<file path="src/rtl/pipe_out_seq_pkg.sv">
// Shared types and helpers for the Pipe Out pattern sequencer.
package pipe_out_seq_pkg;

    // Width of the Pipe Out data word and of the generator output.
    localparam int PIPE_W = 16;

    typedef enum logic [2:0] {
        ST_IDLE   = 3'd0,
        ST_PRIME1 = 3'd1,
        ST_PRIME2 = 3'd2,
        ST_XFER   = 3'd3,
        ST_GAP    = 3'd4,
        ST_DONE   = 3'd5
    } state_t;

    // A run is in progress in every state except IDLE and DONE.
    function automatic logic state_is_busy(input state_t s);
        return (s == ST_PRIME1) || (s == ST_PRIME2) || (s == ST_XFER) || (s == ST_GAP);
    endfunction

endpackage

</file>
<file path="src/rtl/pipe_out_seq_down_counter.sv">
// Loadable down-counter with zero and last-count flags; times the idle gap.
module pipe_out_seq_down_counter #(
    parameter int W = 8
) (
    input  logic         clk,
    input  logic         reset,
    input  logic         load,
    input  logic [W-1:0] load_val,
    input  logic         dec,
    output logic         zero,
    output logic         last
);

    localparam logic [W-1:0] ONE = W'(1);

    logic [W-1:0] count_q;
    logic [W-1:0] count_d;

    // Load has priority over decrement; the count saturates at zero.
    always_comb begin
        count_d = count_q;
        if (load) begin
            count_d = load_val;
        end else if (dec && (count_q != '0)) begin
            count_d = count_q - ONE;
        end
    end

    // Count register.
    always_ff @(posedge clk) begin
        if (reset) begin
            count_q <= '0;
        end else begin
            count_q <= count_d;
        end
    end

    assign zero = (count_q == '0);
    assign last = (count_q == ONE);

endmodule

</file>
<file path="src/rtl/pipe_out_seq.sv">
// Sequencer between the host Pipe Out endpoint and the pattern generator:
// primes the generator, releases data in blocks, inserts idle gaps between
// blocks and flags host reads taken while no data is offered.
module pipe_out_seq
    import pipe_out_seq_pkg::*;
#(
    parameter int BLOCK_W = 10,
    parameter int COUNT_W = 16,
    parameter int GAP_W   = 8
) (
    input  logic               clk,
    input  logic               reset,
    input  logic               start,
    input  logic               abort,
    input  logic               cfg_mode,
    input  logic [BLOCK_W-1:0] cfg_block_len,
    input  logic [COUNT_W-1:0] cfg_num_blocks,
    input  logic [GAP_W-1:0]   cfg_gap,
    input  logic               pipe_out_read,
    output logic               pipe_out_ready,
    output logic [15:0]        pipe_out_data,
    output logic               gen_reset,
    output logic               gen_mode,
    output logic               gen_read,
    input  logic [15:0]        gen_data,
    output logic               busy,
    output logic               done,
    output logic               err_cfg,
    output logic               err_underrun,
    output logic [COUNT_W-1:0] blocks_sent
);

    localparam logic [BLOCK_W-1:0] ONE_B = BLOCK_W'(1);
    localparam logic [COUNT_W-1:0] ONE_C = COUNT_W'(1);

    state_t             state_q, state_d;
    logic [BLOCK_W-1:0] word_cnt_q, word_cnt_d;
    logic [COUNT_W-1:0] blocks_sent_q, blocks_sent_d;
    logic [BLOCK_W-1:0] len_q, len_d;
    logic [COUNT_W-1:0] num_q, num_d;
    logic [GAP_W-1:0]   gap_q, gap_d;
    logic               gen_mode_q, gen_mode_d;
    logic               done_q, done_d;
    logic               err_cfg_q, err_cfg_d;
    logic               err_underrun_q, err_underrun_d;
    logic               ready_q, ready_d;
    logic               busy_q, busy_d;
    logic               gen_reset_q, gen_reset_d;

    logic               gap_load;
    logic               gap_dec;
    logic               gap_zero;
    logic               gap_last;
    logic               block_last;
    logic [COUNT_W-1:0] blocks_inc;

    pipe_out_seq_down_counter #(
        .W (GAP_W)
    ) u_gap_cnt (
        .clk      (clk),
        .reset    (reset),
        .load     (gap_load),
        .load_val (gap_q),
        .dec      (gap_dec),
        .zero     (gap_zero),
        .last     (gap_last)
    );

    // The generator only advances on reads the host was allowed to take.
    assign gen_read      = pipe_out_read & ready_q;
    assign pipe_out_data = gen_data;

    assign block_last = (word_cnt_q == (len_q - ONE_B));
    assign blocks_inc = blocks_sent_q + ONE_C;

    // Next-state, counters, sticky flags and registered outputs.
    always_comb begin
        state_d        = state_q;
        word_cnt_d     = word_cnt_q;
        blocks_sent_d  = blocks_sent_q;
        len_d          = len_q;
        num_d          = num_q;
        gap_d          = gap_q;
        gen_mode_d     = gen_mode_q;
        done_d         = done_q;
        err_cfg_d      = err_cfg_q;
        err_underrun_d = err_underrun_q;
        gap_load       = 1'b0;
        gap_dec        = 1'b0;

        if (pipe_out_read && busy_q && !ready_q) begin
            err_underrun_d = 1'b1;
        end

        // Abort wins over everything in a busy state; the generator keeps its state.
        if (abort && state_is_busy(state_q)) begin
            state_d = ST_IDLE;
        end else begin
            case (state_q)
                ST_IDLE, ST_DONE: begin
                    if (start && !abort) begin
                        if (cfg_block_len == '0) begin
                            err_cfg_d = 1'b1;
                        end else begin
                            len_d          = cfg_block_len;
                            num_d          = cfg_num_blocks;
                            gap_d          = cfg_gap;
                            gen_mode_d     = cfg_mode;
                            done_d         = 1'b0;
                            err_underrun_d = 1'b0;
                            blocks_sent_d  = '0;
                            word_cnt_d     = '0;
                            state_d        = ST_PRIME1;
                        end
                    end
                end
                ST_PRIME1: state_d = ST_PRIME2;
                ST_PRIME2: state_d = ST_XFER;
                ST_XFER: begin
                    if (gen_read) begin
                        if (block_last) begin
                            word_cnt_d    = '0;
                            blocks_sent_d = blocks_inc;
                            if ((num_q != '0) && (blocks_inc == num_q)) begin
                                state_d = ST_DONE;
                                done_d  = 1'b1;
                            end else if (gap_q != '0) begin
                                state_d  = ST_GAP;
                                gap_load = 1'b1;
                            end
                        end else begin
                            word_cnt_d = word_cnt_q + ONE_B;
                        end
                    end
                end
                ST_GAP: begin
                    // The zero check only guards against a stuck gap; normal exit is at count 1.
                    if (gap_last || gap_zero) begin
                        state_d = ST_XFER;
                    end else begin
                        gap_dec = 1'b1;
                    end
                end
                default: state_d = ST_IDLE;
            endcase
        end

        ready_d     = (state_d == ST_XFER);
        busy_d      = state_is_busy(state_d);
        gen_reset_d = (state_d == ST_PRIME1);
    end

    // Control state and flags; the generator is held in reset while reset is high.
    always_ff @(posedge clk) begin
        if (reset) begin
            state_q        <= ST_IDLE;
            word_cnt_q     <= '0;
            blocks_sent_q  <= '0;
            gen_mode_q     <= 1'b0;
            done_q         <= 1'b0;
            err_cfg_q      <= 1'b0;
            err_underrun_q <= 1'b0;
            ready_q        <= 1'b0;
            busy_q         <= 1'b0;
            gen_reset_q    <= 1'b1;
        end else begin
            state_q        <= state_d;
            word_cnt_q     <= word_cnt_d;
            blocks_sent_q  <= blocks_sent_d;
            gen_mode_q     <= gen_mode_d;
            done_q         <= done_d;
            err_cfg_q      <= err_cfg_d;
            err_underrun_q <= err_underrun_d;
            ready_q        <= ready_d;
            busy_q         <= busy_d;
            gen_reset_q    <= gen_reset_d;
        end
    end

    // Run configuration captured at start; only read while a run is active.
    always_ff @(posedge clk) begin
        len_q <= len_d;
        num_q <= num_d;
        gap_q <= gap_d;
    end

    assign pipe_out_ready = ready_q;
    assign gen_reset      = gen_reset_q;
    assign gen_mode       = gen_mode_q;
    assign busy           = busy_q;
    assign done           = done_q;
    assign err_cfg        = err_cfg_q;
    assign err_underrun   = err_underrun_q;
    assign blocks_sent    = blocks_sent_q;

endmodule

</file>
<file path="config.mk">
export PLATFORM = sky130hd
export DESIGN_NAME = pipe_out_seq
export DESIGN_NICKNAME = d
export VERILOG_FILES = /design/src/rtl/pipe_out_seq_pkg.sv /design/src/rtl/pipe_out_seq_down_counter.sv /design/src/rtl/pipe_out_seq.sv
export SDC_FILE = /design/constraint.sdc
export NUM_CORES = 1
export LEC_CHECK = 0
export CAP_MARGIN = 30
export CORE_MARGIN = 8
export CORE_UTILIZATION = 25
export DETAILED_ROUTE_END_ITERATION = 16
export PLACE_DENSITY_LB_ADDON = 0.15
export SLEW_MARGIN = 20
export SYNTH_ARGS = -nofsm -noshare
export SYNTH_HDL_FRONTEND = slang
export SYNTH_HIERARCHICAL = 1
export SYNTH_SLANG_ARGS = --single-unit
</file>
<file path="constraint.sdc">
create_clock -name clk -period 7.8 [get_ports clk]
set_input_delay 1.17 -clock clk [delete_from_list [all_inputs] [get_ports clk]]
set_output_delay 1.17 -clock clk [all_outputs]
set_load 0.02 [all_outputs]
</file>
==> results of run 1 <==
-- final cells by class --
class                           instances  area share (%)
Clock buffer                           13           4.941
Clock inverter                          3          0.2960
Inverter                               20           1.366
Multi-Input combinational cell        345           41.19
Sequential cell                        78           34.61
Tap cell                              229           5.214
Timing Repair Buffer                   67           12.39
-- report_power, final --
group / switching [mW] / internal [mW]
registers: 0.0104 / 0.439
logic: 0.0339 / 0.0367
clock network: 0.161 / 0.243
-- logic make-up after synthesis --
group	synth area share, %
compound gates	13.77
xor+xnor	8.963
fa+ha+maj	1.686
buf+inv	6.631
flops	42.71
mux	1.236
simple gates	25.01
-- sequential cells by signal, indices dropped and copies added, names as in the netlist, 3 cells and up --
signal and count:
state_q 3, len_q 10, blocks_sent 16, word_cnt_q 10
num_q 16, u_gap_cnt/count_q 8, gap_q 8
-- tightest hold or removal path, stage by stage (launching register included) --
cell and delay (ns):
dfxtp_1 0.33, nor2_1 0.05, nor2_1 0.06
-- per-layer routing --
metal,up-vias,global-route usage [%]
met2,77,17.50
met3,16,2.449
met4,0,5.048
li1,1833,-
met5,-,0
met1,1796,14.22
-- synth_stat cells, types with 3 or more instances --
| library cell | number | area share [%] |
|---|---|---|
| nor3_1 | 13 | 1.5 |
| or2_2 | 3 | 0.42 |
| ha_1 | 6 | 1.7 |
| buf_2 | 5 | 0.56 |
| dfxtp_1 | 44 | 20 |
| a31oi_1 | 12 | 1.7 |
| a221oi_1 | 3 | 0.59 |
| a211o_1 | 3 | 0.59 |
| or3_1 | 5 | 0.70 |
| buf_4 | 21 | 3.5 |
| o31ai_1 | 4 | 0.67 |
| nand3b_1 | 4 | 0.67 |
| nand4_1 | 10 | 1.4 |
| xnor2_1 | 22 | 4.3 |
| o211ai_1 | 3 | 0.51 |
| clkbuf_1 | 9 | 0.76 |
| a21oi_1 | 26 | 2.9 |
| mux2i_1 | 4 | 0.90 |
| nand3_1 | 14 | 1.6 |
| o21ai_0 | 20 | 2.2 |
| nor3b_1 | 3 | 0.51 |
| a211oi_1 | 6 | 1.0 |
| nand2b_1 | 6 | 0.84 |
| nor2_1 | 44 | 3.7 |
| inv_1 | 20 | 1.7 |
| nor4_1 | 18 | 2.5 |
| and2_1 | 4 | 0.56 |
| or4_1 | 7 | 1.2 |
| nand2_1 | 33 | 2.8 |
| edfxtp_1 | 34 | 23 |
| xor2_1 | 21 | 4.1 |
| nor2b_1 | 5 | 0.70 |
| and4_1 | 5 | 0.98 |
| and3_1 | 4 | 0.56 |
-- worst max path at each step --
stage | startpoint | endpoint | cells past startpoint | slack [ns]
finish | len_q[0] | blocks_sent[14] | 10 | 3.66
global route | len_q[0] | blocks_sent[5] | 10 | 3.32
CTS | len_q[0] | blocks_sent[14] | 10 | 3.65
detailed placement | cfg_block_len[5] | blocks_sent[14] | 9 | 3.37
global placement | abort | blocks_sent[12] | 8 | 3.14
floorplan | abort | word_cnt_q[0] | 9 | 3.20
-- per-stage QoR --
step	cell area [um^2]	setup slack, ns	hold slack (ns)
6_report	5495	3.661	0.4733
5_1_grt	5495	3.322	0.4989
4_1_cts	5495	3.651	0.4768
3_5_place_dp	5207	3.368	0.4629
3_3_place_gp	5180	3.142	0.4584
2_1_floorplan	4453	3.201	0.4518
==> results.tsv, run 1 <==
stage	metric	value	unit
run_status	run status	finished clean	
power	total chip power	0.9246	mW
synthesis	Ys Warns	6	
critical_path	worst-path cell chain	inv_1, ha_1, or4b_2, a21boi_0, a221oi_1, nor3_1, or2_0, a21o_1, nand2_1, a31oi_1	
critical_path	Worst EP required	8.06	ns
synthesis	#FFs+latches synth	78	
floorplan	Starting Density	25.13	%
global_route	largest net degree at the start of global routing	25	
routing	drt wl/cell	16.10	um
synthesis	sequential-to-total area share from yosys stat	42.71	%
cells_and_area	multi-input logic area	2263	um^2
clock_tree	TritonCTS clock tree	yes	
routing	Post-DRT Antenna Nets	0	
synthesis	EDFF count, synth	34	
cells_and_area	ratio of cells with drive above 1 in the final layout	6.654	%
global_route	vias in the first global route	3721	
hold_path	Worst Hold Depth	2	
clock_tree	clock tree buffer depth	2	
critical_path	crit path max-delay cell type	or4b_2	
clock_tree	CTS resizes	0	
critical_path	Largest delay share family, worst path	simple AND/OR/NAND/NOR gates	
critical_path	worst reg2reg path endpoint	blocks_sent[14]	
cells_and_area	commonest non-fill, non-tap cell in the layout	clkdlybuf4s50_1	
clock_tree	TritonCTS Buffers	9	
synthesis	syn_nets	541	
synthesis	synthesized area	4453	um^2
timing	Fin Setup TNS	0	ns
place	DPL Wire Length	9293	um
global_route	global route overflow	0	
clock_tree	maximum level of the CTS H-tree	3	
floorplan	Core Region	17720	um^2
routing	Vias	3722	
critical_path	Crit Path Class	reg2reg	
timing	FMAX	0.2416	GHz
cells_and_area	Nets	583	
clock_tree	worst-skew pair later-pin latency	0.34	ns
power	Max IR drop VDD	0.1014	mV
timing	period utilisation layout	53.06	%
floorplan	Die Area	22340	um^2
critical_path	crit-path max cell delay	0.67	ns
synthesis	syn_area_per_cell	9.296	um^2
cells_and_area	most frequent cells in the layout	clkdlybuf4s50_1 (63), dfxtp_1 (44), nor2_1 (43), edfxtp_1 (34), nand2_1 (33)	
synthesis	Synth cell types	65	
floorplan	Row Count	49	
cells_and_area	ant diodes	0	
routing	met1 wire length	5794	um
clock_tree	clock slew at the register clock pins of the worst setup and hold paths	0.06	ns
hold_path	worst hold start	done	
clock_tree	CTS Hold Bufs	0	
routing	Met2 Wirelength	5605	um
routing	via/cell ratio	4.930	
hold_path	Hold Path End	done	
critical_path	Critical Path End Type	register	
synthesis	predominant post-synthesis flop cell	dfxtp_1	
critical_path	CP arrival	4.40	ns
timing	Final min period	4.139	ns
timing	Slew HR	46.09	%
timing	setup violators final	0	
synthesis	ys async rst share	0	%
critical_path	worst flop-to-flop path startpoint	len_q[0]	
cells_and_area	register area	1902	um^2
place	Port Buf Inserts	63	
place	DP Cell Count	739	
hold_path	min-delay worst type	reg2reg	
cells_and_area	fill cell count	1795	
global_route	antenna violations before repair	0	
timing	final slew viol count	0	
cells_and_area	post-route insts no fill	755	
routing	Post-route DRC	0	
floorplan	IO Count	96	
critical_path	worst path bufs/invs	1	
floorplan	chip height	149.5	um
routing	met3 WL	498	um
timing	RSZ-0062 raised after global routing	no	
cells_and_area	Post-Route Utilization	31.01	%
routing	uppermost routed layer	met4	
flow_run	Max Cap Viol	0	
critical_path	CP Max Fanout	17	
routing	Detailed Route WL	12160	um
timing	Slew @ Worst Pin	0.8027	ns
floorplan	die width	149.5	um
timing	final hold violations	0	
critical_path	worst r2r path cells	10	
cells_and_area	area grow syn2layout	23.41	%
routing	initial drt markers	178	
place	RD Place Congestion	0.8286	
clock_tree	post-CTS setup buffers	0	
critical_path	type of origin of the critical path	register	
global_route	Total GRT Usage	11.10	%
synthesis	cell count after synthesis	479	
timing	clock skew	0.006706	ns
power	Static Leak	1.804	nW
global_route	first-pass GRT wire length	19590	um
clock_tree	Root Driver	clkbuf_16	
clock_tree	Num Clock Sinks	78	
routing	DR pass1 iterations	4	
critical_path	R2R Setup Slk	3.66	ns
power	pwr dens	168.3	nW/um^2
No activity file was read; power rests on OpenSTA's default activity.
==> run 2: changes to the inputs <==
Clock period 7.8 ns to 3.7 ns, I/O delays scaled along.
==> results.tsv, run 2 (same netlist as run 1, synthesis figures left out) <==
stage	metric	value	unit	change
run_status	run status	finished clean		unchanged
floorplan	Core Region	17720	um^2	unchanged
critical_path	worst reg2reg path endpoint	busy		was blocks_sent[14]
global_route	antenna violations before repair	0		unchanged
timing	period utilisation layout	93.27	%	was 53.06%
cells_and_area	most frequent cells in the layout	clkdlybuf4s50_1 (63), dfxtp_1 (44), nor2_1 (43), edfxtp_1 (34), nand2_1 (33)		unchanged
timing	Final min period	3.451	ns	was 4.139 ns
cells_and_area	commonest non-fill, non-tap cell in the layout	clkdlybuf4s50_1		unchanged
clock_tree	worst-skew pair later-pin latency	0.35	ns	was 0.34 ns
cells_and_area	register area	1902	um^2	unchanged
place	DPL Wire Length	9349	um	was 9293 um
critical_path	crit path max-delay cell type	or4b_4		was or4b_2
routing	Post-route DRC	0		unchanged
floorplan	Starting Density	25.13	%	unchanged
critical_path	CP arrival	3.69	ns	was 4.40 ns
global_route	first-pass GRT wire length	19310	um	was 19,590 um
timing	Slew @ Worst Pin	0.6416	ns	was 0.8027 ns
critical_path	crit-path max cell delay	0.59	ns	was 0.67 ns
place	placed cell area	5308	um^2	was 5207 um^2
flow_run	Max Cap Viol	0		unchanged
hold_path	Hold Path End	done		unchanged
critical_path	Crit Path Class	reg2reg		unchanged
floorplan	chip height	149.5	um	unchanged
power	pwr dens	348.3	nW/um^2	was 168.3 nW/um^2
global_route	Total GRT Usage	11.10	%	about the same
timing	RSZ-0062 raised after global routing	no		unchanged
clock_tree	Root Driver	clkbuf_16		unchanged
critical_path	Top cell by count, worst path	or4b_4		
routing	Vias	3726		was 3,722
timing	final slew viol count	0		unchanged
power	total chip power	1.949	mW	was 0.9246 mW
timing	Slew HR	56.83	%	was 46.09%
hold_path	Worst Hold Depth	2		unchanged
clock_tree	TritonCTS clock tree	yes		unchanged
critical_path	worst flop-to-flop path startpoint	blocks_sent[1]		was len_q[0]
cells_and_area	area grow syn2layout	25.63	%	was 23.41%
routing	DR pass1 iterations	6		was 4
cells_and_area	design area	5594	um^2	was 5495 um^2
global_route	busiest layer in global routing	met2		unchanged
timing	FMAX	0.2898	GHz	was 0.2416 GHz
clock_tree	Num Clock Sinks	78		unchanged
global_route	global route overflow	0		unchanged
global_route	largest net degree at the start of global routing	25		unchanged
power	Max IR drop VDD	0.2373	mV	was 0.1014 mV
place	RD Place Congestion	0.8053		was 0.8286
global_route	met1 GRT Util	13.93	%	was 14.22%
place	Port Buf Inserts	63		unchanged
routing	Post-DRT Antenna Nets	0		unchanged
cells_and_area	Nets	599		was 583
timing	Fin Setup TNS	0	ns	unchanged
timing	setup violators final	0		unchanged
routing	via/cell ratio	4.833		was 4.930
clock_tree	CTS resizes	0		unchanged
cells_and_area	fill cell count	1783		was 1,795
clock_tree	TritonCTS Buffers	9		unchanged
timing	clock skew	0.006900	ns	was 0.006706 ns
cells_and_area	Post-Route Utilization	31.57	%	was 31.01%
critical_path	Worst EP required	3.93	ns	was 8.06 ns
clock_tree	maximum level of the CTS H-tree	3		unchanged
clock_tree	CTS Hold Bufs	0		unchanged
clock_tree	clock slew at the register clock pins of the worst setup and hold paths	0.06	ns	about the same
cells_and_area	multi-input logic area	2263	um^2	unchanged
routing	Detailed Route WL	12170	um	was 12,160 um
critical_path	type of origin of the critical path	register		unchanged
power	Static Leak	1.865	nW	was 1.804 nW
critical_path	CP Max Fanout	8		was 17
clock_tree	clock tree buffer depth	2		unchanged
cells_and_area	ant diodes	0		unchanged
cells_and_area	ratio of cells with drive above 1 in the final layout	9.410	%	was 6.654%
floorplan	Row Count	49		unchanged
routing	initial drt markers	234		was 178
floorplan	Die Area	22340	um^2	unchanged
global_route	met3 Track Usage GR	3.992	%	was 2.449%
floorplan	IO Count	96		unchanged
critical_path	worst r2r path cells	9		was 10
clock_tree	post-CTS setup buffers	0		unchanged
critical_path	R2R Setup Slk	0.25	ns	was 3.66 ns
hold_path	min-delay worst type	reg2reg		unchanged
hold_path	worst hold start	done		unchanged
floorplan	die width	149.5	um	unchanged
critical_path	worst-path cell chain	ha_1, and4_1, or4b_4, xnor2_1, nand4_1, or4b_4, a211o_1, a21oi_1, mux2_4		was inv_1, ha_1, or4b_2, a21boi_0, a221oi_1, nor3_1, or2_0, a21o_1, nand2_1, a31oi_1
timing	final hold violations	0		unchanged
global_route	vias in the first global route	3647		was 3,721
global_route	met2 Track Usage GR	17.12	%	was 17.50%
routing	drt wl/cell	15.79	um	was 16.10 um
critical_path	Critical Path End Type	register		unchanged
==> run 2: power by group <==
part / internal, mW / switching (mW)
Clock: 0.492 / 0.355
Sequential: 0.926 / 0.0232
Combinational: 0.0785 / 0.0727
==> run 2: cell type report <==
type / instances / area share, %
clock buffer: 11 / 4.540
clock inverter: 5 / 0.5815
inverter: 20 / 1.342
multi-input combinational: 345 / 40.46
sequential: 78 / 34.00
tap: 229 / 5.122
timing repair buffer: 83 / 13.96
==> run 2: worst max-delay path by stage <==
| stage | start | end | slack [ns] | depth (start not counted) |
|---|---|---|---|---|
| 5_1_grt | blocks_sent[1] | u_gap_cnt/count_q[7] | 0.03 | 12 |
| 3_5_place_dp | blocks_sent[1] | busy | 0.27 | 9 |
| 6_report | blocks_sent[1] | busy | 0.25 | 9 |
| 4_1_cts | blocks_sent[1] | busy | 0.25 | 9 |
| 2_1_floorplan | len_q[0] | u_gap_cnt/count_q[0] | 0.31 | 14 |
| 3_3_place_gp | blocks_sent[1] | busy | 0.35 | 9 |
==> run 2: layer usage <==
| layer | vias to the layer above | share of wire (%) | wire length [um] |
|---|---|---|---|
| met3 | 12 | 5.8 | 709 |
| met5 | - | 0 | 0 |
| met1 | 1749 | 47 | 5714 |
| met4 | 0 | 1.7 | 211 |
| li1 | 1863 | - | - |
| met2 | 102 | 45 | 5537 |
==> run 2: worst max-delay path, delay by kind of cell, from the launching register on <==
family | cells | cell delay, ns
AOI/OAI and AO/OA | 2 | 0.54
xor gates and xnor gates | 1 | 0.16
adders and majority gates | 1 | 0.27
DFF | 1 | 0.39
muxes | 1 | 0.32
and+or+nand+nor | 4 | 1.64
==> run 2: per-stage QoR <==
step	instances	worst slack, ns	hold slack, ns
floorplan	479	0.3127	0.4518
global placement	755	0.3521	0.4493
detailed placement	755	0.2729	0.4701
CTS	771	0.2527	0.4838
global route	771	0.02592	0.4966
finish	771	0.2492	0.4729
==> run 3: changes to the inputs <==
Settings changed: CTS_CLUSTER_DIAMETER from default to 200, SLEW_MARGIN 20 to 10.
==> results of run 3 <==
Same layout as run 2: the final DEF is identical, and so are final timing and power.
